## src/rtl/keypad_scanner.sv

```systemverilog
// 4x4 matrix keypad scanner: one active-low column at a time, rows sampled
// through a 2-flop synchronizer, press/release debounced over full scan frames.
module keypad_scanner #(
    parameter int unsigned basys_clk       = 100_000_000,
    parameter int unsigned scan_hz         = 1000,
    parameter int unsigned debounce_frames = 4
) (
    input  logic       clock,
    input  logic       reset,
    input  logic [3:0] row,
    output logic [3:0] col,
    output logic [3:0] key_code,
    output logic       key_valid,
    output logic       key_held
);

    localparam logic [31:0] STEP_DIV = 32'(basys_clk / scan_hz - 1);
    localparam logic [3:0]  DF       = 4'(debounce_frames);

    typedef enum logic [1:0] {
        IDLE    = 2'd0,
        PRESS   = 2'd1,
        HELD    = 2'd2,
        RELEASE = 2'd3
    } state_t;

    function automatic logic [3:0] key_map(input logic [1:0] r, input logic [1:0] c);
        logic [3:0] k;
        case ({r, c})
            4'h0: k = 4'h1;  4'h1: k = 4'h2;  4'h2: k = 4'h3;  4'h3: k = 4'hA;
            4'h4: k = 4'h4;  4'h5: k = 4'h5;  4'h6: k = 4'h6;  4'h7: k = 4'hB;
            4'h8: k = 4'h7;  4'h9: k = 4'h8;  4'hA: k = 4'h9;  4'hB: k = 4'hC;
            4'hC: k = 4'h0;  4'hD: k = 4'hF;  4'hE: k = 4'hE;  default: k = 4'hD;
        endcase
        return k;
    endfunction

    logic [3:0]  row_s1_q, row_s2_q;
    logic [31:0] step_q, step_d;
    logic [1:0]  cidx_q, cidx_d;
    logic [1:0]  acc_n_q, acc_n_d;
    logic [3:0]  acc_code_q, acc_code_d;
    state_t      state_q, state_d;
    logic [3:0]  cand_q, cand_d;
    logic [3:0]  dcnt_q, dcnt_d;
    logic [3:0]  code_q, code_d;
    logic        valid_q, valid_d;
    logic        held_q, held_d;

    logic        tick, frame_done;
    logic [3:0]  samp;
    logic [2:0]  nhits, sum;
    logic [1:0]  rsel;
    logic [1:0]  frame_n;
    logic [3:0]  frame_code;
    logic        f_none, f_single;
    logic [3:0]  dcnt_inc;

    assign tick       = (step_q == STEP_DIV);
    assign frame_done = tick && (cidx_q == 2'd3);
    assign col        = ~(4'b0001 << cidx_q);
    assign key_code   = code_q;
    assign key_valid  = valid_q;
    assign key_held   = held_q;

    // Per-frame hit accumulation; count saturates at 2 (= MULTI)
    always_comb begin
        samp  = ~row_s2_q;
        nhits = {2'b00, samp[0]} + {2'b00, samp[1]}
              + {2'b00, samp[2]} + {2'b00, samp[3]};
        rsel  = 2'd0;
        if (samp[1]) rsel = 2'd1;
        if (samp[2]) rsel = 2'd2;
        if (samp[3]) rsel = 2'd3;
        sum        = {1'b0, acc_n_q} + nhits;
        frame_n    = (sum >= 3'd2) ? 2'd2 : sum[1:0];
        frame_code = (nhits == 3'd1) ? key_map(rsel, cidx_q) : acc_code_q;
        f_none     = (frame_n == 2'd0);
        f_single   = (frame_n == 2'd1);

        step_d     = tick ? 32'd0 : step_q + 32'd1;
        cidx_d     = tick ? cidx_q + 2'd1 : cidx_q;
        acc_n_d    = acc_n_q;
        acc_code_d = acc_code_q;
        if (tick) begin
            acc_n_d    = frame_done ? 2'd0 : frame_n;
            acc_code_d = frame_done ? 4'd0 : frame_code;
        end
    end

    always_comb begin
        state_d  = state_q;
        cand_d   = cand_q;
        dcnt_d   = dcnt_q;
        code_d   = code_q;
        valid_d  = 1'b0;
        held_d   = held_q;
        dcnt_inc = (dcnt_q >= DF) ? DF : dcnt_q + 4'd1;
        if (frame_done) begin
            unique case (state_q)
                IDLE: begin
                    if (f_single) begin
                        cand_d = frame_code;
                        dcnt_d = 4'd1;
                        if (DF <= 4'd1) begin
                            code_d  = frame_code;
                            valid_d = 1'b1;
                            held_d  = 1'b1;
                            state_d = HELD;
                        end else begin
                            state_d = PRESS;
                        end
                    end
                end
                PRESS: begin
                    if (f_single && frame_code == cand_q) begin
                        dcnt_d = dcnt_inc;
                        if (dcnt_inc == DF) begin
                            code_d  = cand_q;
                            valid_d = 1'b1;
                            held_d  = 1'b1;
                            state_d = HELD;
                        end
                    end else begin
                        state_d = IDLE;
                    end
                end
                HELD: begin
                    // Any other key (single or multi) is ignored until released
                    if (f_none) begin
                        dcnt_d = 4'd1;
                        if (DF <= 4'd1) begin
                            held_d  = 1'b0;
                            state_d = IDLE;
                        end else begin
                            state_d = RELEASE;
                        end
                    end
                end
                RELEASE: begin
                    if (f_none) begin
                        dcnt_d = dcnt_inc;
                        if (dcnt_inc == DF) begin
                            held_d  = 1'b0;
                            state_d = IDLE;
                        end
                    end else begin
                        state_d = HELD;
                    end
                end
                default: state_d = IDLE;
            endcase
        end
    end

    always_ff @(posedge clock or posedge reset) begin
        if (reset) begin
            row_s1_q   <= 4'hF;
            row_s2_q   <= 4'hF;
            step_q     <= 32'd0;
            cidx_q     <= 2'd0;
            acc_n_q    <= 2'd0;
            acc_code_q <= 4'd0;
            state_q    <= IDLE;
            cand_q     <= 4'd0;
            dcnt_q     <= 4'd0;
            code_q     <= 4'd0;
            valid_q    <= 1'b0;
            held_q     <= 1'b0;
        end else begin
            row_s1_q   <= row;
            row_s2_q   <= row_s1_q;
            step_q     <= step_d;
            cidx_q     <= cidx_d;
            acc_n_q    <= acc_n_d;
            acc_code_q <= acc_code_d;
            state_q    <= state_d;
            cand_q     <= cand_d;
            dcnt_q     <= dcnt_d;
            code_q     <= code_d;
            valid_q    <= valid_d;
            held_q     <= held_d;
        end
    end

endmodule

```

## config.mk

```make
export PLATFORM = sky130hd
export DESIGN_NAME = keypad_scanner
export DESIGN_NICKNAME = d
export VERILOG_FILES = /design/src/rtl/keypad_scanner.sv
export SDC_FILE = /design/constraint.sdc
export NUM_CORES = 1
export LEC_CHECK = 0
export CORE_MARGIN = 5
export CORE_UTILIZATION = 30
export CTS_CLUSTER_DIAMETER = 40
export DETAILED_ROUTE_END_ITERATION = 8
export GPL_TIMING_DRIVEN = 0
export PLACE_DENSITY = 0.49
export RECOVER_POWER = 50
export SYNTH_ARGS = -nofsm -noshare
export SYNTH_HDL_FRONTEND = slang
export SYNTH_SLANG_ARGS = --single-unit
```

## constraint.sdc

```tcl
create_clock -name clock -period 11.2 [get_ports clock]
set_input_delay 2.8 -clock clock [delete_from_list [all_inputs] [get_ports clock]]
set_output_delay 2.8 -clock clock [all_outputs]
set_load 0.02 [all_outputs]
```

; Yosys cells after proc, flatten, opt, wreduce, memory -nomap -nowiden
; Memory sizes are Yosys's and may differ from the RTL's.
; Index checks and enable logic that the tools add are counted.
[word_totals]
register_bits = 64
rom_bits = 64
inputBits = 6
output_inout_bits = 10
wordCells = 82
memories = 1
[memory_table]
columns = memory, words, word_bits, read_ports, rd_ports_with_merged_regs, write_ports, line
row1 = (name not given), 16, 4, 1, 0, 0, 29  ; case ({r, c})
[classes]
n_addsub = 7
n_lt_le_gt_ge = 2
eq_ne = 17
shift = 1
muxes = 30
n_bitwise = 2
reduce_logical = 10
[ops]
columns = operator, count
row1 = "32-bit by 1-bit adder with 32-bit output, second input constant", 1
row2 = "32-bit by 17-bit == test with 1-bit output, second input constant", 1
row3 = 32-bit two-way mux, 1
row4 = 4-bit two-way mux, 7
row5 = 2-bit two-way mux, 10
row6 = 4-bit one-hot mux with 4 select lines, 1
row7 = "2-bit inequality test, second input constant", 6
row8 = 5-bit AND reduction, 2
row9 = 1-bit two-way mux, 9
row10 = 4-bit inverter, 2
row11 = 2-bit one-hot mux with 4 select lines, 1
row12 = "2-bit == test, second input constant", 3
row13 = "3-bit inequality test, second input constant", 2
row14 = 6-bit AND reduction, 1
row15 = "4-bit by 1-bit adder with 4-bit output, second input constant", 1
row16 = "2-bit by 1-bit == test with 1-bit output, second input constant", 2
row17 = "4-bit by 3-bit == test with 1-bit output, second input constant", 1
row18 = 4-bit == test, 1
row19 = "4-bit by 3-bit >= comparator with 1-bit output, second input constant", 1
row20 = 2-bit zero test, 2
row21 = 4-bit AND reduction, 1
row22 = "1-bit by 2-bit << shifter with 4-bit output, first input constant", 1
row23 = 2-bit by 1-bit adder with 3-bit output, 1
row24 = 2-bit by 3-bit adder with 3-bit output, 1
row25 = 9 further kinds, 10

; Longest topological paths before layout
[depth]
ltp_word = 12
mapped_depth = 12
mapped_depth_nobuf = 12

; Worst setup path before layout
; OpenSTA, ideal clock, no wires.
[synth_timing]
path_type = register -> output
start = register cidx_q[0]
end = output col[0]
t_arrival_ns = 0.870
t_required_ns = 8.400
slack_ns = 7.530
stages_incl_launch_ff = 4
n_path_buf = 0
cell_sequence = dfrtp_1 -> inv_1 -> ha_1 -> inv_1
[synth_between]
elab_chain_cells = 2
[synth_rtl]
columns = element, line
row1 = start: declaration, 40  ; logic [1:0] cidx_q, cidx_d;
row2 = start signal: assignment, 174  ; cidx_q <= cidx_d;
row3 = 1-bit by 2-bit << shifter with 4-bit output, 61  ; assign col = ~(4'b0001 << cidx_q);
row4 = 4-bit inverter, 61
row5 = end: declaration, 11  ; output logic [3:0] col,
; No other way between the ends.

; Worst setup path after layout
[layout_timing]
start = register cidx_q[0]
end = output col[3]
; Same word-level chain as after synthesis.

==> flow_metrics.py <==
metrics = {
    "synth": {
        "synth-adder-area-share": 0.0524,
        "synthFlopType": "sky130_fd_sc_hd__dfrtp_1",
        "netlist.area_leader.share": 0.445,
        "synth_xor_xnor_area_share": 0.0834,
        "synth_net_count": 309,
        "synth.cell_area_sq_mm": 0.00315,
        "synth-async-reset-ratio": 1.00,
        "synth.lib_cells_used.distinct": 50,
        "synth_area_leader_cell": "sky130_fd_sc_hd__dfrtp_1",
        "synth_top_cells_by_area": "sky130_fd_sc_hd__dfrtp_1, sky130_fd_sc_hd__dfstp_2, sky130_fd_sc_hd__xnor2_1",
        "seq_area_frac_synth": 0.512,
        "proportion_of_synthesized_area_in_mux_cells": 0.0322,
        "synth-compound-area-share": 0.0965,
        "syn_avg_cell_area_sq_um": 10.8,
        "post_syn_instances": 291,
        "synth_top_family_by_area": "simple AND/OR/NAND/NOR gates",
        "yosys_register_bits": 64,
        "count_of_warnings_emitted_by_yosys": 0,
        "synth_simple_gate_area_frac": 0.200,
        "number_of_synthesized_flops_with_an_enable_pin": 0,
    },
    "critical_path": {
        "crit_path_max_fanout": 8,
        "ff2ff_setup_slack_ps": 6880,
        "critPathArrivalTime_ps": 1920,
        "worst_r2r_startpoint": "row_s2_q[3]",
        "critical_path_buf_inv_count": 2,
        "required_ps": 8400,
        "crit_slowest_cell": "sky130_fd_sc_hd__clkdlybuf4s50_1",
        "worst-setup-path-type": "reg2out",
        "critPathTopFamily": "buffers and inverters",
        "max_stage_delay_ps": 630,
        "startpoint_kind_of_the_worst_setup_timing_path": "flop",
        "cell_by_cell_listing_of_the_critical_path": "ha_1, inv_1, clkdlybuf4s50_1",
        "worstSetupEndpointType": "output pin",
        "worst-r2r-cell-count": 10,
        "crit-reg2reg-capture": "dcnt_q[1]",
    },
    "clocking": {
        "number_of_buffers_between_clock_root_and_the_deepest_sink": 2,
        "cts-buffers-inserted": 9,
        "postCtsHoldBufs": 0,
        "worstSkewPairLatency_ps": 340,
        "postCtsSetupRepairBufs": 0,
        "htreeDepth": 3,
        "cts_num_sinks": 64,
        "cts.clk_slew.worst_paths_ps": 60,
        "cts_tree": "done",
        "cts_root_buf": "sky130_fd_sc_hd__clkbuf_8",
        "ctsResizeCount": 0,
    },
    "timing": {
        "final-setup-viol-count": 0,
        "finalHoldViolations": 0,
        "finalSetupTns_ps": 0,
        "final.min_clock_period_ps": 4720,
        "clock_skew_ps": 10.3,
        "hold_ws_ps": 356,
        "unrepaired_setup_endpoints_after_global_routing": "false",
        "timing.fmax_mhz": 212,
        "timing.final.max_slew_violations": 0,
        "worst_slew_margin_rel": 0.135,
        "worst_slew_pin_slew_ps": 1300,
        "timing.final.crit_share": 0.422,
    },
    "final_layout": {
        "antenna_cells_inserted": 0,
        "drive_gt1_frac": 0.130,
        "synthToLayoutAreaGrowth_pct": 16.2,
        "final.fill_count": 1079,
        "design.final.nets": 336,
        "post-route-cell-area_sq_mm": 0.00366,
    },
    "floorplanning": {
        "chipWidth_microns": 112,
        "core_area_sq_mm": 0.0103,
        "die-height_microns": 112,
        "floorplan.rows": 37,
        "design.die.area_sq_mm": 0.0126,
        "design.portCount": 16,
        "start_util": 0.306,
    },
    "worst_hold_path": {
        "min_to": "row_s2_q[2]",
        "hold_start": "row_s1_q[2]",
        "class_of_the_worst_hold_path": "reg2reg",
        "worst_hold_path.num_cells": 0,
    },
    "detailed_routing": {
        "remaining_drc_errors": 0,
        "wl_per_cell_microns": 13.1,
        "firstDrtPassIters": 5,
        "routed-via-count": 2198,
        "detailed_route_wire_length_mm": 6.01,
        "vias_per_cell": 4.79,
        "number_of_drc_violations_after_detailed_routing_iteration_0": 62,
        "detail-route-antenna-nets": 0,
    },
    "power_and_ir_drop": {
        "cellPowerDensity_mw_per_mm2": 126,
        "ir_worst_vdd_uv": 56.3,
        "sw_frac_of_total": 0.234,
        "internal_power_mw": 0.353,
        "share_comb_of_total_power": 0.071,
        "clockPowerShare": 0.420,
        "p_seq_frac": 0.509,
        "psw_mw": 0.108,
        "standby_leakage_power_nw": 1.59,
    },
    "run_status": {
        "status": "completed",
    },
    "placement": {
        "place.port_buffers": 15,
        "place_hpwl_mm": 4.34,
        "gp_congestion": 0.754,
        "place_area_sq_mm": 0.00349,
    },
    "global_routing": {
        "grt_pass1_wl_mm": 10.7,
        "globalRouteTotalUtil": 0.104,
        "first_global_vias": 2243,
        "globalRouteOverflowTotal": 0,
        "initial_antenna_violation_count": 0,
        "grt_start_max_net_pins": 34,
    },
    "flow_run": {
        "maxCapViolations": 0,
    },
}
==> cell usage in the layout (no fill, tap or decap), types with 4 or more instances in the layout <==
master,Yosys,final
sky130_fd_sc_hd__o21ai_0,12,12
sky130_fd_sc_hd__and3_1,7,7
sky130_fd_sc_hd__a21oi_1,7,7
sky130_fd_sc_hd__or3_1,4,4
sky130_fd_sc_hd__mux2_2,9,9
sky130_fd_sc_hd__xnor2_1,21,21
sky130_fd_sc_hd__nand3_1,16,16
sky130_fd_sc_hd__nor4_1,6,7
sky130_fd_sc_hd__nand2_1,22,22
sky130_fd_sc_hd__dfrtp_1,56,56
sky130_fd_sc_hd__ha_1,10,10
sky130_fd_sc_hd__xor2_1,9,9
sky130_fd_sc_hd__nor2_1,23,23
sky130_fd_sc_hd__nor3_1,5,5
sky130_fd_sc_hd__nand4_1,7,7
sky130_fd_sc_hd__dlygate4sd3_1,0,5
sky130_fd_sc_hd__dfstp_2,8,7
sky130_fd_sc_hd__clkbuf_8,0,10
sky130_fd_sc_hd__inv_1,17,17
sky130_fd_sc_hd__nor3b_1,3,4
sky130_fd_sc_hd__clkbuf_1,3,5
sky130_fd_sc_hd__nor2b_1,4,4
sky130_fd_sc_hd__clkdlybuf4s50_1,0,10
==> power by group through the flow <==
stage / Clock, mW / Sequential, mW / Combinational (mW)
2_1_floorplan: 0 / 0.239 / 0.0248
3_3_place_gp: 0 / 0.239 / 0.0333
3_5_place_dp: 0 / 0.239 / 0.0345
4_1_cts: 0.202 / 0.235 / 0.0347
5_1_grt: 0.211 / 0.235 / 0.0375
6_report: 0.193 / 0.235 / 0.0327
==> cells in the mapped netlist, types with 2 or more instances <==
master and number:
sky130_fd_sc_hd__o21ai_0 12, sky130_fd_sc_hd__nand3_1 16, sky130_fd_sc_hd__dfrtp_1 56, sky130_fd_sc_hd__nand4_1 7, sky130_fd_sc_hd__a32o_1 2, sky130_fd_sc_hd__inv_1 17
sky130_fd_sc_hd__and4_1 3, sky130_fd_sc_hd__and3_1 7, sky130_fd_sc_hd__a21oi_1 7, sky130_fd_sc_hd__xor2_1 9, sky130_fd_sc_hd__a21o_1 2, sky130_fd_sc_hd__fa_1 2
sky130_fd_sc_hd__clkbuf_1 3, sky130_fd_sc_hd__a2111oi_0 2, sky130_fd_sc_hd__nor4b_1 2, sky130_fd_sc_hd__dfstp_2 8, sky130_fd_sc_hd__o21a_1 3, sky130_fd_sc_hd__xnor2_1 21
sky130_fd_sc_hd__or3_1 4, sky130_fd_sc_hd__ha_1 10, sky130_fd_sc_hd__or2_2 2, sky130_fd_sc_hd__nor2b_1 4, sky130_fd_sc_hd__nor2_1 23, sky130_fd_sc_hd__nor3b_1 3
sky130_fd_sc_hd__mux2_2 9, sky130_fd_sc_hd__and2_1 3, sky130_fd_sc_hd__nand2_1 22, sky130_fd_sc_hd__nor4_1 6, sky130_fd_sc_hd__nor3_1 5
==> worst max-delay path by stage <==
stage / start / end / slack (ps) / depth (start not counted)
floorplan: reset / acc_code_q[0] / 6820 / 1
global placement: reset / cidx_q[0] / 5610 / 2
detailed placement: cidx_q[0] / col[3] / 6830 / 3
CTS: cidx_q[0] / col[3] / 6450 / 3
global route: cidx_q[0] / col[3] / 6350 / 3
finish: cidx_q[0] / col[3] / 6480 / 3
==> state kept, by name (all words and copies together), names as in the netlist <==
register and flops:
step_q 32, acc_code_q 4, cand_q 4, dcnt_q 4, key_code 4, row_s1_q 4
row_s2_q 4, acc_n_q 2, cidx_q 2, state_q 2, key_held 1, key_valid 1
==> area by class of cell <==
type                    count  area (sq um)  share of cell area
flip-flops and latches     64          1610               0.440
well taps                 136           170              0.0465
clock buffers              12           145              0.0397
plain buffers               3          11.3             0.00308
clock inverters             4          45.0              0.0123
multi-input cells         207          1440               0.394
repair buffers             16           170              0.0465
inverters                  17          63.8              0.0174
==> logic make-up after synthesis <==
logic type | after synthesis
DFF | 64
xor gates and xnor gates | 30
and+or+nand+nor | 114
buffers and inverters | 20
muxes | 9
AOI/OAI and AO/OA | 42
adders and majority gates | 12
==> per-layer routing <==
| metal | wire length (microns) | vias up | global-route usage |
|---|---|---|---|
| li1 | - | 1092 | - |
| met1 | 2970 | 1071 | 0.133 |
| met2 | 2770 | 26 | 0.162 |
| met3 | 202 | 9 | 0.0404 |
| met4 | 77 | 0 | 0.0304 |
| met5 | 0 | - | 0 |
==> worst reg2reg max path: cells and delay by family (launching register included) <==
kind	cells	cell delay (ps)
flops	1	600
compound gates	2	980
buf+inv	1	120
mux	1	350
fa+ha+maj	3	980
simple gates	3	1180
==> per-stage QoR <==
stage               setup WS [ps]  std cells  utilization  total power, mW
detailed placement           6830        443        0.340            0.274
finish                       6480        459        0.356            0.461
floorplan                    6820        291            -            0.264
global placement             5610        442        0.338            0.272
CTS                          6450        459        0.358            0.471
global route                 6350        459        0.356            0.484
(Power assumes the default switching activity.)
